File: src/rtl/ssp_rx_path_if.sv
// APB read-side bundle for the SSP receive path.
interface ssp_rx_path_if #(
  parameter int DATA_WIDTH = 8
);
  logic                  PSEL;
  logic                  PWRITE;
  logic [DATA_WIDTH-1:0] PRDATA;

  modport master (output PSEL, PWRITE, input PRDATA);
  modport slave  (input PSEL, PWRITE, output PRDATA);
endinterface

File: src/rtl/ssp_rx_path.sv
// SSP receive path: oversampled serial input, MSB-first deserializer and a
// small show-ahead RX FIFO drained by APB reads.
module ssp_rx_path #(
  parameter int DATA_WIDTH = 8,
  parameter int ADDR_WIDTH = 2
) (
  input  logic                  PCLK,
  input  logic                  CLEAR_B,
  ssp_rx_path_if.slave          apb,
  input  logic                  SSPCLKIN,
  input  logic                  SSPFSSIN,
  input  logic                  SSPRXD,
  output logic                  SSPRXINTR,
  output logic                  SSPRXOVR,
  output logic                  rx_not_empty,
  output logic [ADDR_WIDTH:0]   rx_level
);
  localparam int DEPTH = 2 ** ADDR_WIDTH;
  localparam int CNT_W = $clog2(DATA_WIDTH);
  localparam logic [CNT_W-1:0]    LAST_BIT = CNT_W'(DATA_WIDTH - 1);
  localparam logic [ADDR_WIDTH:0] FULL_CNT = (ADDR_WIDTH + 1)'(DEPTH);

  typedef enum logic {ST_IDLE, ST_SHIFT} state_t;

  logic [2:0]            clk_sync;
  logic [1:0]            fss_sync;
  logic [1:0]            rxd_sync;
  logic                  fall;
  logic                  fss;
  logic                  rxd;

  state_t                state;
  logic [CNT_W-1:0]      bitcnt;
  logic [DATA_WIDTH-1:0] shreg;
  logic [DATA_WIDTH-1:0] push_word;
  logic                  push;

  logic [DATA_WIDTH-1:0] mem [DEPTH];
  logic [ADDR_WIDTH-1:0] wr_ptr;
  logic [ADDR_WIDTH-1:0] rd_ptr;
  logic [ADDR_WIDTH:0]   count;
  logic                  ovr;
  logic                  pop;
  logic                  wr_en;

  // Two flops of synchronization; the third clock flop only feeds edge detect.
  always_ff @(posedge PCLK or negedge CLEAR_B) begin
    if (!CLEAR_B) begin
      clk_sync <= '0;
      fss_sync <= '0;
      rxd_sync <= '0;
    end else begin
      clk_sync <= {clk_sync[1:0], SSPCLKIN};
      fss_sync <= {fss_sync[0], SSPFSSIN};
      rxd_sync <= {rxd_sync[0], SSPRXD};
    end
  end

  assign fall      = clk_sync[2] & ~clk_sync[1];
  assign fss       = fss_sync[1];
  assign rxd       = rxd_sync[1];
  assign push_word = {shreg[DATA_WIDTH-2:0], rxd};
  assign push      = fall && (state == ST_SHIFT) && (bitcnt == LAST_BIT);

  always_ff @(posedge PCLK or negedge CLEAR_B) begin
    if (!CLEAR_B) begin
      state  <= ST_IDLE;
      bitcnt <= '0;
      shreg  <= '0;
    end else if (fall) begin
      case (state)
        ST_IDLE: begin
          if (fss) begin
            state  <= ST_SHIFT;
            bitcnt <= '0;
          end
        end
        ST_SHIFT: begin
          if (bitcnt == LAST_BIT) begin
            // FSS on the LSB edge starts the next frame without an idle gap.
            shreg  <= push_word;
            bitcnt <= '0;
            if (!fss) state <= ST_IDLE;
          end else if (fss) begin
            bitcnt <= '0;
          end else begin
            shreg  <= push_word;
            bitcnt <= bitcnt + 1'b1;
          end
        end
        default: state <= ST_IDLE;
      endcase
    end
  end

  assign pop   = apb.PSEL & ~apb.PWRITE & (count != '0);
  assign wr_en = push & ((count != FULL_CNT) | pop);

  always_ff @(posedge PCLK) begin
    if (wr_en) mem[wr_ptr] <= push_word;
  end

  always_ff @(posedge PCLK or negedge CLEAR_B) begin
    if (!CLEAR_B) begin
      wr_ptr <= '0;
      rd_ptr <= '0;
      count  <= '0;
      ovr    <= 1'b0;
    end else begin
      if (wr_en) wr_ptr <= wr_ptr + 1'b1;
      if (pop)   rd_ptr <= rd_ptr + 1'b1;
      case ({wr_en, pop})
        2'b10:   count <= count + 1'b1;
        2'b01:   count <= count - 1'b1;
        default: count <= count;
      endcase
      if (push && !wr_en) ovr <= 1'b1;
    end
  end

  assign apb.PRDATA   = (count != '0) ? mem[rd_ptr] : '0;
  assign SSPRXINTR    = (count == FULL_CNT);
  assign SSPRXOVR     = ovr;
  assign rx_not_empty = (count != '0);
  assign rx_level     = count;
endmodule

File: src/flat_wrapper.sv
// flat-port wrapper written by rule: the top's interface ports become plain ports
module ssp_rx_path_flat 
#(
  parameter int DATA_WIDTH = 8,
  parameter int ADDR_WIDTH = 2
)
  (PCLK, CLEAR_B, SSPCLKIN, SSPFSSIN, SSPRXD, SSPRXINTR, SSPRXOVR, rx_not_empty, rx_level, apb_PSEL, apb_PWRITE, apb_PRDATA);
  ssp_rx_path_if #(.DATA_WIDTH(DATA_WIDTH)) apb_i ();
  input  logic PCLK;
  input  logic CLEAR_B;
  input  logic SSPCLKIN;
  input  logic SSPFSSIN;
  input  logic SSPRXD;
  output logic SSPRXINTR;
  output logic SSPRXOVR;
  output logic rx_not_empty;
  output logic [ADDR_WIDTH:0] rx_level;
  input wire logic [$bits(apb_i.PSEL)-1:0] apb_PSEL;
  input wire logic [$bits(apb_i.PWRITE)-1:0] apb_PWRITE;
  output wire logic [$bits(apb_i.PRDATA)-1:0] apb_PRDATA;
  assign apb_i.PSEL = apb_PSEL;
  assign apb_i.PWRITE = apb_PWRITE;
  assign apb_PRDATA = apb_i.PRDATA;
  ssp_rx_path #(.DATA_WIDTH(DATA_WIDTH), .ADDR_WIDTH(ADDR_WIDTH)) u_core (.PCLK(PCLK), .CLEAR_B(CLEAR_B), .apb(apb_i), .SSPCLKIN(SSPCLKIN), .SSPFSSIN(SSPFSSIN), .SSPRXD(SSPRXD), .SSPRXINTR(SSPRXINTR), .SSPRXOVR(SSPRXOVR), .rx_not_empty(rx_not_empty), .rx_level(rx_level));
endmodule
File: config.mk
export PLATFORM = sky130hd
export DESIGN_NAME = ssp_rx_path_flat
export DESIGN_NICKNAME = d
export VERILOG_FILES = /design/src/rtl/ssp_rx_path_if.sv /design/src/rtl/ssp_rx_path.sv /design/src/flat_wrapper.sv
export SDC_FILE = /design/constraint.sdc
export NUM_CORES = 1
export LEC_CHECK = 0
export BUFFER_PORTS_ARGS = -buffer_cell sky130_fd_sc_hd__buf_4
export CAP_MARGIN = 20
export CORE_MARGIN = 2
export CORE_UTILIZATION = 40
export DETAILED_ROUTE_END_ITERATION = 6
export SKIP_LAST_GASP = 1
export SLEW_MARGIN = 5
export SYNTH_ARGS = -nofsm -noshare
export SYNTH_HDL_FRONTEND = slang
export SYNTH_SLANG_ARGS = --single-unit
File: constraint.sdc
create_clock -name PCLK -period 2.7 [get_ports PCLK]
set_input_delay 0.54 -clock PCLK [delete_from_list [all_inputs] [get_ports PCLK]]
set_output_delay 0.54 -clock PCLK [all_outputs]
set_load 0.05 [all_outputs]
# After elaboration in Yosys (flattened, before gate mapping)
# Memory sizes are Yosys's and may differ from the RTL's.
# Cells that the tools add are included.
# word_totals
reg_bits,26
ramBits,32
in_bits,7
output_inout_bits,14
n_memories,1
# classes
add_sub_neg,5
n_eq_ne,7
mux,13
bitwise,8
n_reduce_logical,8
# memory_table
memory,words,width,read_ports,rd_clocked_by_memory_dff,write_ports,line_no,source
u_core.mem,4,8,1,0,1,ssp_rx_path.sv:38,logic [DATA_WIDTH-1:0] mem [DEPTH];
# op_table
cell,count
7-bit 2-to-1 mux,2
3-bit case mux with 2 select lines,2
3-bit 2-to-1 mux,3
8-bit 2-to-1 mux,1
3-bit by 1-bit adder with 3-bit output (second input constant),2
3-bit == test (second input constant),2
2-bit by 1-bit adder with 2-bit output (second input constant),2
1-bit AND,4
1-bit 2-to-1 mux,4
1-bit logical AND,3
3-bit inequality test (second input constant),1
1-bit NOT,3
3-bit AND reduction,1
3-bit nonzero test,1
3-bit by 1-bit subtractor with 3-bit output (second input constant),1
2-bit by 1-bit == test with 1-bit output (second input constant),1
2-bit == test (second input constant),1
2-bit by 1-bit inequality test with 1-bit output (second input constant),1
2-bit inequality test (second input constant),1
1-bit case mux with 2 select lines,1
2-bit AND reduction,1
2-bit nonzero test,1
1-bit zero test,1
1-bit bitwise OR,1

# Longest topological paths before layout
# Gate-level depths: netlist (run 1).
# logic_depth
word_depth,7
ltp_mapped,11
ltp_nobuf,11

# Worst setup path after synthesis (run 1)
# Ideal clock, no wire load.
# synth_timing
path_type,reg-to-reg
from,register u_core.count[2] (netlist: u_core.rx_level[2])
to,register u_core.count[2] (netlist: u_core.rx_level[2])
setup_ps,82
t_arrival_ps,2539
t_required_ps,2618
setup_slack_ps,79
path_stages_with_launch,10
path_buffers,0
path_cell_list,dfrtp_1 nor3b_4 a21oi_2 inv_1 ha_1 inv_1 fa_1 xor2_1 nor2_1 xor2_1
# synth_between
elab_chain_cells,6
# synth_lines
item,line_no,source
start: declaration,ssp_rx_path.sv:41,logic [ADDR_WIDTH:0] count;
start signal: assignment,ssp_rx_path.sv:113,2'b10: count <= count + 1'b1;
start signal: assignment,ssp_rx_path.sv:114,2'b01: count <= count - 1'b1;
start signal: assignment,ssp_rx_path.sv:115,default: count <= count;
3-bit nonzero test,ssp_rx_path.sv:96,assign pop = apb.PSEL & ~apb.PWRITE & (count != '0);
1-bit AND,ssp_rx_path.sv:96,
1-bit bitwise OR,ssp_rx_path.sv:97,assign wr_en = push & ((count != FULL_CNT) | pop);
1-bit AND,ssp_rx_path.sv:97,
2-bit by 1-bit == test with 1-bit output or 2-bit == test (tied branches),ssp_rx_path.sv:112,"case ({wr_en, pop})"
3-bit case mux with 2 select lines or 2-bit nonzero test (tied branches),-,
# Parallel ways exist; a longest one is shown, timed or not.
# A chain may end at the register's enable or synchronous reset.

# Worst setup path in the final report (run 1)
# layout_timing
from,register u_core.rd_ptr[0]
to,output port apb_PRDATA[2]
# layout_between
elab_chain_cells,2
# layout_lines
item,line_no,source
start: declaration,ssp_rx_path.sv:40,logic [ADDR_WIDTH-1:0] rd_ptr;
start signal: assignment,ssp_rx_path.sv:111,if (pop) rd_ptr <= rd_ptr + 1'b1;
memory 4 x 8 bit,-,
8-bit 2-to-1 mux,ssp_rx_path.sv:121,assign apb.PRDATA = (count != '0) ? mem[rd_ptr] : '0;
end: declaration,flat_wrapper.sv:20,output wire logic [$bits(apb_i.PRDATA)-1:0] apb_PRDATA;
# Every way passes these cells.

==> results of run 1 <==
==> state kept, by name, summed over array words and instances (netlist names) <==
name	cells
u_core.SSPRXOVR	1
u_core.bitcnt	3
u_core.clk_sync	3
u_core.fss_sync	2
u_core.mem	32
u_core.rd_ptr	2
u_core.rx_level	3
u_core.rxd_sync	2
u_core.shreg	7
u_core.state	1
u_core.wr_ptr	2
==> path summary, 6_finish.rpt <==
path	start	end	slack, ns	cells after the start
worst max-delay path	u_core.rd_ptr[0]$_DFFE_PN0P_	apb_PRDATA[2]	0.20	3
worst min-delay path	CLEAR_B	u_core.shreg[5]$_DFFE_PN0P_	0.12	1
worst max register to register	u_core.bitcnt[0]$_DFFE_PN0P_	u_core.rx_level[2]$_DFFE_PN0P_	0.41	11
worst min register to register	u_core.rxd_sync[0]$_DFF_PN0_	u_core.rxd_sync[1]$_DFF_PN0_	0.35	0
max in group asynchronous	CLEAR_B	u_core.fss_sync[0]$_DFF_PN0_	2.33	1
min in group PCLK	SSPRXD	u_core.rxd_sync[0]$_DFF_PN0_	0.32	1
==> layout by cell type, fill, tap and decap left out, drive strengths merged <==
cell / instances
a21oi: 1
a22o: 1
and2: 4
and3: 1
buf: 22
bufinv: 1
clkbuf: 13
clkinv: 2
dfrtp: 26
edfxtp: 32
fa: 1
ha: 7
inv: 7
mux2: 8
mux2i: 1
mux4: 8
nand2: 2
nand2b: 5
nand3b: 1
nand4b: 1
nor2: 3
nor2b: 9
nor3: 1
nor3b: 2
o21ai: 5
o21bai: 1
o31ai: 1
xnor2: 2
xor2: 4
==> kinds of logic (layout without fill, tap and decap cells) <==
logic type,Yosys count,count (layout),share of synthesized area
multiplexers,17,17,0.129
AO/OA/AOI/OAI,9,9,0.0239
adder cells (fa/ha/maj),8,8,0.0448
buffers and inverters,11,45,0.0245
XOR/XNOR,6,6,0.0219
AND/OR/NAND/NOR,29,29,0.0854
flip-flops,58,58,0.670
==> cell type report <==
| cell class | count | area, µm² |
|---|---|---|
| Timing Repair Buffer | 22 | 165 |
| Clock buffer | 13 | 149 |
| Multi-Input combinational cell | 69 | 733 |
| Tap cell | 75 | 93.8 |
| Sequential cell | 58 | 1610 |
| Clock inverter | 3 | 40.0 |
| Fill cell | 513 | 3030 |
| Inverter | 7 | 26.3 |
==> critical path, stage by stage, from the launching register on <==
cell and delay (ns):
dfrtp_1 0.74, mux4_2 0.57, nor2b_1 0.14, buf_4 0.19
==> power by group through the flow <==
stage | clock network (mW) | registers, mW | logic [mW]
after floorplan | 0 | 1.26 | 0.756
after global placement | 0 | 1.27 | 1.01
after detailed placement | 0 | 1.29 | 1.02
after CTS | 0.781 | 1.28 | 1.03
after global routing | 0.813 | 1.29 | 1.07
final | 0.755 | 1.27 | 1.01
==> metal layers <==
| metal | vias to the layer above | routed length, µm | GRT usage |
|---|---|---|---|
| met5 | - | 0 | 0 |
| met4 | 0 | 73 | 0.0915 |
| met3 | 11 | 150 | 0.0319 |
| met2 | 25 | 2110 | 0.234 |
| met1 | 603 | 1600 | 0.154 |
| li1 | 556 | - | - |
==> out/metrics.yaml, run 1 <==
combPwrFrac: 0.334
gr-total-overflow: 0
synth_area_per_cell_um2: 17.4
dieWidth_um: 81.5
die_h_um: 81.5
cp-end-kind: "primary output"
routabilityCongestion: 0.727
synth_top_flop_cell: "edfxtp_1"
top_level_ports: 21
htreeDepth: 3
synthTopCellsByArea: "edfxtp_1 40%, dfrtp_1 27%, mux4_2 7.5%, mux2_4 5.0%, ha_1 3.6%"
diodes: 0
powerDensity_nw_per_um2: 1080
p_switching_mw: 1.09
grtUsageTotal: 0.137
synth_cell_type_count: 31
synth.yosys.seq_area_share: 0.670
p_leak_nw: 1.12
peakVddDrop_v: 0.000552
numPortBuffers: 20
post-route-period-util: 0.927
cts_max_path_buffers: 2
rows: 28
first_pass_iters: 4
ys_warn_count: 0
p_int_mw: 1.95
outcome: "completed"
synthTopCellsByCount: "32 x edfxtp_1, 26 x dfrtp_1, 8 x mux2_4, 8 x mux4_2, 8 x nor2b_1"
final_area_um2: 2820
final_nets: 182
synth_edf_count: 32
design.core.area_um2: 5850
tritoncts: "built"
max_freq_ghz: 0.400
synth_area_um2: 2400
power_frac_clock: 0.248
drc_errors: 0
stdcell_count: 247
area_delta_synth_final_pct: 17.3
grt_pass1_wl_um: 6340
finalSetupTns_ns: 0
drive_gt1_frac: 0.326
synth_top_area_cell: "edfxtp_1"
avgRoutedWirePerCell_um: 15.9
cts_sinks: 58
setup_ws_ns: 0.197
synthCells: 138
synth_top_cell_area_share: 0.400
post-synth-top-count-cell: "edfxtp_1"
cts_buffers: 9
fin_crit_ns: 2.50
wirelength_um: 3930
antenna_left: 0
final_util: 0.482
synth_nets: 153
critPathKind: "flip-flop to primary output"
skew_ns: 0.00610
dieArea_um2: 6640
antenna_found_initial: 0
p_sw_frac: 0.358
grt_max_degree: 27
dp_hpwl_um: 2490
ctsResizeCount: 0
maxSlewHeadroom: 0.588
crit_required_ns: 2.16
ctsRootBufferMaster: "clkbuf_8"
tightest_slew_ns: 0.618
cp.arrival_ns: 1.96
clk_latency_ns: 0.33
dpl-instance-area_um2: 2630
cp_max_fo: 9
hp-class: "input pin to async pin"
ctsHoldBuffers: 0
viasPerCell: 4.84
finalPower_mw: 3.04
dp_slack_ns: 0.423
grt_pass1_vias: 1279
clk_pin_slew_ns: 0.06
setup_viol: 0
ys_ff_latch: 58
ys_async_sr_fraction: 0.448
hold_violations: 0
postCtsSetupRepairBufs: 0
initial_core_util: 0.411
rsz0062_at_grt: "false"
maxSlewViolCount: 0
cap_violations: 0
holdWs_ns: 0.120
vias: 1195
power_frac_seq: 0.418
drtIter0Drc: 72
placed_cells: 231
start_kind: "flip-flop"
(Power assumes the default switching activity.)
==> inputs of run 2 (changes only) <==
--- a/config.mk
+++ b/config.mk
@@ -7,6 +7,7 @@
 export LEC_CHECK = 0
 export BUFFER_PORTS_ARGS = -buffer_cell sky130_fd_sc_hd__buf_4
 export CAP_MARGIN = 20
+export CORE_ASPECT_RATIO = 1.4
 export CORE_MARGIN = 2
 export CORE_UTILIZATION = 40
 export DETAILED_ROUTE_END_ITERATION = 6
==> out/metrics.yaml, run 2 (synthesis gave the netlist of run 1 again) <==
cap_violations: 0  # unchanged
finalSetupTns_ns: 0  # unchanged
n_fill_cell: 473  # -7.8%
ctsRootBufferMaster: "clkbuf_8"
drc_errors: 0  # unchanged
crit_required_ns: 2.16  # about the same
largest-register: "u_core.mem"
dieWidth_um: 69.5  # -15%
setup_ws_ns: 0.222  # +0.0252 ns
final_util: 0.485  # +0.00324
grt_pass1_vias: 1279  # unchanged
antenna_left: 0  # unchanged
max_stage_delay_ns: 0.72  # -0.02 ns
maxSlewViolCount: 0  # unchanged
critPathSlowestCell: "dfrtp_1"
numPortBuffers: 20  # unchanged
postCtsSetupRepairBufs: 0  # unchanged
maxSlewHeadroom: 0.605  # +0.0169
dieArea_um2: 6650  # +0.14%
top_regs: "u_core.mem: 32 flops, u_core.shreg: 7 flops"
tritoncts: "built"
cts_max_path_buffers: 2  # unchanged
multi_input_area_um2: 733  # unchanged
hold_violations: 0  # unchanged
routabilityCongestion: 0.745  # +2.6%
grt_max_degree: 27  # unchanged
area_delta_synth_final_pct: 17.5
powerDensity_nw_per_um2: 1090  # +1.4%
r2r-end: "u_core.rx_level[2]$_DFFE_PN0P_"
seqCellArea_um2: 1610  # unchanged
dp_slack_ns: 0.457  # +0.0341 ns
design.core.area_um2: 5820  # -0.49%
final_cell_mix: "32 x edfxtp_1, 26 x dfrtp_1, 21 x buf_4"
final_area_um2: 2820  # +0.18%
largest_reg_flops: 32  # unchanged
dpl-instance-area_um2: 2620  # -0.52%
skew_ns: 0.00544  # -0.000658 ns
critical-path-top-delay-family: "flip-flops"
grt_pass1_wl_um: 6400  # +0.87%
r2r_cells: 11  # unchanged
first_pass_iters: 4  # unchanged
vias: 1194  # -0.084%
avgRoutedWirePerCell_um: 15.9  # -0.22%
critPathKind: "flip-flop to primary output"
finalPower_mw: 3.09  # +1.6%
hp-class: "input pin to async pin"
cp.arrival_ns: 1.94  # -0.02 ns
outcome: "completed"
cp-end-kind: "primary output"
setup_viol: 0  # unchanged
ctsResizeCount: 0  # unchanged
htreeDepth: 3  # unchanged
mostFrequentLayoutCell: "edfxtp_1"
rows: 33  # +18%
crit_buf_inv: 1  # unchanged
antenna_found_initial: 0  # unchanged
p_leak_nw: 1.12  # about the same
diodes: 0  # unchanged
ctsHoldBuffers: 0  # unchanged
drive_gt1_frac: 0.322  # -0.00394
cts_sinks: 58  # unchanged
r2r_setup_slack_ns: 0.46  # +0.05 ns
initial_core_util: 0.413  # +0.00203
rsz0062_at_grt: "false"
dp_hpwl_um: 2590  # +3.9%
final_nets: 181  # -0.55%
peakVddDrop_v: 0.000356  # -36%
reg2reg_from: "u_core.bitcnt[0]$_DFFE_PN0P_"
start_kind: "flip-flop"
drtIter0Drc: 45  # -38%
max_freq_ghz: 0.404  # +1.0%
clk_pin_slew_ns: 0.06  # about the same
tightest_slew_ns: 0.592  # -0.0254 ns
die_h_um: 95.7  # +17%
wirelength_um: 3830  # -2.6%
grtUsageTotal: 0.132  # -0.00564
crit_start: "u_core.rd_ptr[0]$_DFFE_PN0P_"
cp_max_fo: 10  # +1
post-route-period-util: 0.918  # -0.00933
gr-total-overflow: 0  # unchanged
cts_buffers: 9  # unchanged
viasPerCell: 4.95  # +2.4%
top_level_ports: 21  # unchanged
worstPathCellList: "mux4_2 > nor2b_1 > buf_4"
clk_latency_ns: 0.33  # about the same
fin_crit_ns: 2.48  # -0.0252 ns
==> run 2: worst max-delay path by stage <==
stage,endpoint,slack (ns),cells after the start
final,apb_PRDATA[4],0.22,3
after global routing,apb_PRDATA[4],0.06,3
after CTS,apb_PRDATA[4],0.15,3
after detailed placement,u_core.rx_level[2]$_DFFE_PN0P_,0.46,10
after global placement,u_core.rx_level[2]$_DFFE_PN0P_,0.51,10
after floorplan,u_core.rx_level[2]$_DFFE_PN0P_,0.08,9
==> run 2: through the flow <==
| step | hold slack [ns] | cells |
|---|---|---|
| 2_1_floorplan | 0.244 | 138 |
| 3_3_place_gp | 0.334 | 225 |
| 3_5_place_dp | 0.337 | 225 |
| 4_1_cts | 0.105 | 241 |
| 5_1_grt | 0.114 | 241 |
| 6_report | 0.110 | 241 |
==> run 2: worst reg2reg max path: cells and delay by family (launching register included) <==
family / cells / cell delay (ns)
fa+ha+maj: 4 / 0.97
buf+inv: 2 / 0.14
simple gates: 2 / 0.26
compound gates: 1 / 0.09
xor+xnor: 2 / 0.30
flops: 1 / 0.40
==> run 2: where the power goes <==
| group | internal, mW | switching (mW) | total (mW) |
|---|---|---|---|
| clock network | 0.508 | 0.325 | 0.833 |
| logic | 0.414 | 0.583 | 0.996 |
| registers | 1.08 | 0.182 | 1.26 |
==> run 2: layout make-up <==
class                           instances  share of cell area
Sequential cell                        58               0.571
Multi-Input combinational cell         69               0.260
Timing Repair Buffer                   21              0.0558
Clock buffer                            9              0.0439
Tap cell                               70              0.0310
Clock inverter                          7              0.0297
Inverter                                7             0.00930
==> run 2: layer usage <==
metal  track usage  up-vias  part of all wire
met5             0        -                 0
li1              -      554                 -
met2         0.224       24              0.53
met4        0.0833        0             0.011
met1         0.145      610              0.41
met3        0.0387        6             0.046
==> inputs of run 3 (changes only) <==
--- a/config.mk
+++ b/config.mk
@@ -7,10 +7,14 @@
 export LEC_CHECK = 0
 export BUFFER_PORTS_ARGS = -buffer_cell sky130_fd_sc_hd__buf_4
 export CAP_MARGIN = 20
+export CELL_PAD_IN_SITES_DETAIL_PLACEMENT = 0
+export CELL_PAD_IN_SITES_GLOBAL_PLACEMENT = 1
 export CORE_ASPECT_RATIO = 1.4
 export CORE_MARGIN = 2
 export CORE_UTILIZATION = 40
 export DETAILED_ROUTE_END_ITERATION = 6
+export HOLD_SLACK_MARGIN = 0.03
+export PLACE_DENSITY_LB_ADDON = 0.1
 export SKIP_LAST_GASP = 1
 export SLEW_MARGIN = 5
 export SYNTH_ARGS = -nofsm -noshare
==> out/metrics.yaml, run 3 (synthesis gave the netlist of run 1 again) <==
reg2reg_from: "u_core.bitcnt[0]$_DFFE_PN0P_"
area_delta_synth_final_pct: 18.3
grtUsageTotal: 0.138  # +0.00617
dieWidth_um: 69.5  # unchanged
numPortBuffers: 20  # unchanged
cap_violations: 0  # unchanged
rows: 33  # unchanged
postCtsSetupRepairBufs: 0  # unchanged
p_leak_nw: 1.14  # +1.1%
fin_crit_ns: 2.48  # -0.000372 ns
setup_viol: 0  # unchanged
cp_max_fo: 9  # -1
cp-end-kind: "primary output"
drive_gt1_frac: 0.337  # +0.0156
skew_ns: 0.00755  # +0.00211 ns
n_fill_cell: 502  # +6.1%
cts_sinks: 58  # unchanged
hold_violations: 0  # unchanged
grt_pass1_vias: 1270  # -0.70%
crit_required_ns: 2.16  # about the same
maxSlewHeadroom: 0.623  # +0.0178
maxSlewViolCount: 0  # unchanged
grt_max_degree: 27  # unchanged
viasPerCell: 4.92  # -0.75%
setup_ws_ns: 0.223  # +0.000372 ns
largest_reg_flops: 32  # unchanged
first_pass_iters: 4  # unchanged
final_util: 0.488  # +0.00322
design.core.area_um2: 5820  # unchanged
wirelength_um: 4040  # +5.4%
initial_core_util: 0.413  # unchanged
tightest_slew_ns: 0.566  # -0.0267 ns
largest-register: "u_core.mem"
vias: 1190  # -0.34%
gr-total-overflow: 0  # unchanged
crit_start: "u_core.rd_ptr[0]$_DFFE_PN0P_"
finalPower_mw: 3.15  # +2.0%
max_freq_ghz: 0.404  # about the same
clk_latency_ns: 0.33  # about the same
powerDensity_nw_per_um2: 1110  # +1.4%
mostFrequentLayoutCell: "edfxtp_1"
start_kind: "flip-flop"
rsz0062_at_grt: "false"
diodes: 0  # unchanged
htreeDepth: 3  # unchanged
tritoncts: "built"
critPathKind: "flip-flop to primary output"
multi_input_area_um2: 733  # unchanged
ctsHoldBuffers: 0  # unchanged
dpl-instance-area_um2: 2620  # +0.29%
dp_slack_ns: 0.436  # -0.0213 ns
cts_max_path_buffers: 2  # unchanged
peakVddDrop_v: 0.000552  # +55%
hp-class: "input pin to async pin"
routabilityCongestion: 0.694  # -6.9%
clk_pin_slew_ns: 0.07  # about the same
grt_pass1_wl_um: 6640  # +3.9%
final_nets: 182  # +0.55%
die_h_um: 95.7  # unchanged
seqCellArea_um2: 1610  # unchanged
cp.arrival_ns: 1.94  # about the same
drtIter0Drc: 69  # +53%
cts_buffers: 9  # unchanged
top_level_ports: 21  # unchanged
finalSetupTns_ns: 0  # unchanged
antenna_left: 0  # unchanged
ctsResizeCount: 0  # unchanged
dp_hpwl_um: 2720  # +5.3%
ctsRootBufferMaster: "clkbuf_8"
r2r_cells: 11  # unchanged
drc_errors: 0  # unchanged
final_area_um2: 2840  # +0.66%
post-route-period-util: 0.918  # about the same
outcome: "completed"
antenna_found_initial: 0  # unchanged
final_cell_mix: "32 x edfxtp_1, 26 x dfrtp_1, 22 x buf_4"
avgRoutedWirePerCell_um: 16.7  # +5.0%
dieArea_um2: 6650  # unchanged
top_regs: "u_core.mem: 32 flops, u_core.shreg: 7 flops"
run 3: cell count changes in the layout (fill, tap and decap cells not counted):
cell / before / now
clkinv_1: 3 / 0
clkbuf_1: 0 / 1
clkbuf_8: 9 / 10
buf_4: 21 / 22
clkinv_2: 1 / 2
run 3: power by group:
group          internal (mW)  leakage (nW)  switching, mW
Sequential              1.08         0.608          0.186
Clock                  0.542         0.109          0.337
Combinational          0.423         0.419          0.587
run 3: cell type report:
type | instances | area share
repair buffers | 22 | 0.0581
clock buffers | 11 | 0.0497
flip-flops and latches | 58 | 0.567
inverters | 7 | 0.00924
well taps | 70 | 0.0308
clock inverters | 5 | 0.0273
multi-input cells | 69 | 0.258
run 3: critical path, cell delays in order, from the launching register on:
cell     delay [ns]
dfrtp_1        0.70
mux4_2         0.57
nor2b_1        0.14
buf_4          0.18
run 3: layer usage:
metal	vias up	global-route usage	routed length, µm
li1	560	-	-
met4	0	0.0686	80
met5	-	0	0
met2	24	0.237	2130
met1	596	0.154	1680
met3	10	0.0461	140
run 3: worst paths after layout:
check                                                 end  slack [ns]
min in group PCLK            u_core.clk_sync[0]$_DFF_PN0_        0.31
max reg2reg                u_core.rx_level[2]$_DFFE_PN0P_        0.46
max                                         apb_PRDATA[2]        0.22
min reg2reg                  u_core.fss_sync[1]$_DFF_PN0_        0.35
min                        u_core.rx_level[0]$_DFFE_PN0P_        0.11
max in group asynchronous     u_core.shreg[0]$_DFFE_PN0P_        2.33
run 3: metrics by stage:
step / cells / hold slack [ns]
6_report: 242 / 0.112
3_5_place_dp: 226 / 0.336
2_1_floorplan: 138 / 0.244
3_3_place_gp: 226 / 0.333
4_1_cts: 242 / 0.115
5_1_grt: 242 / 0.123
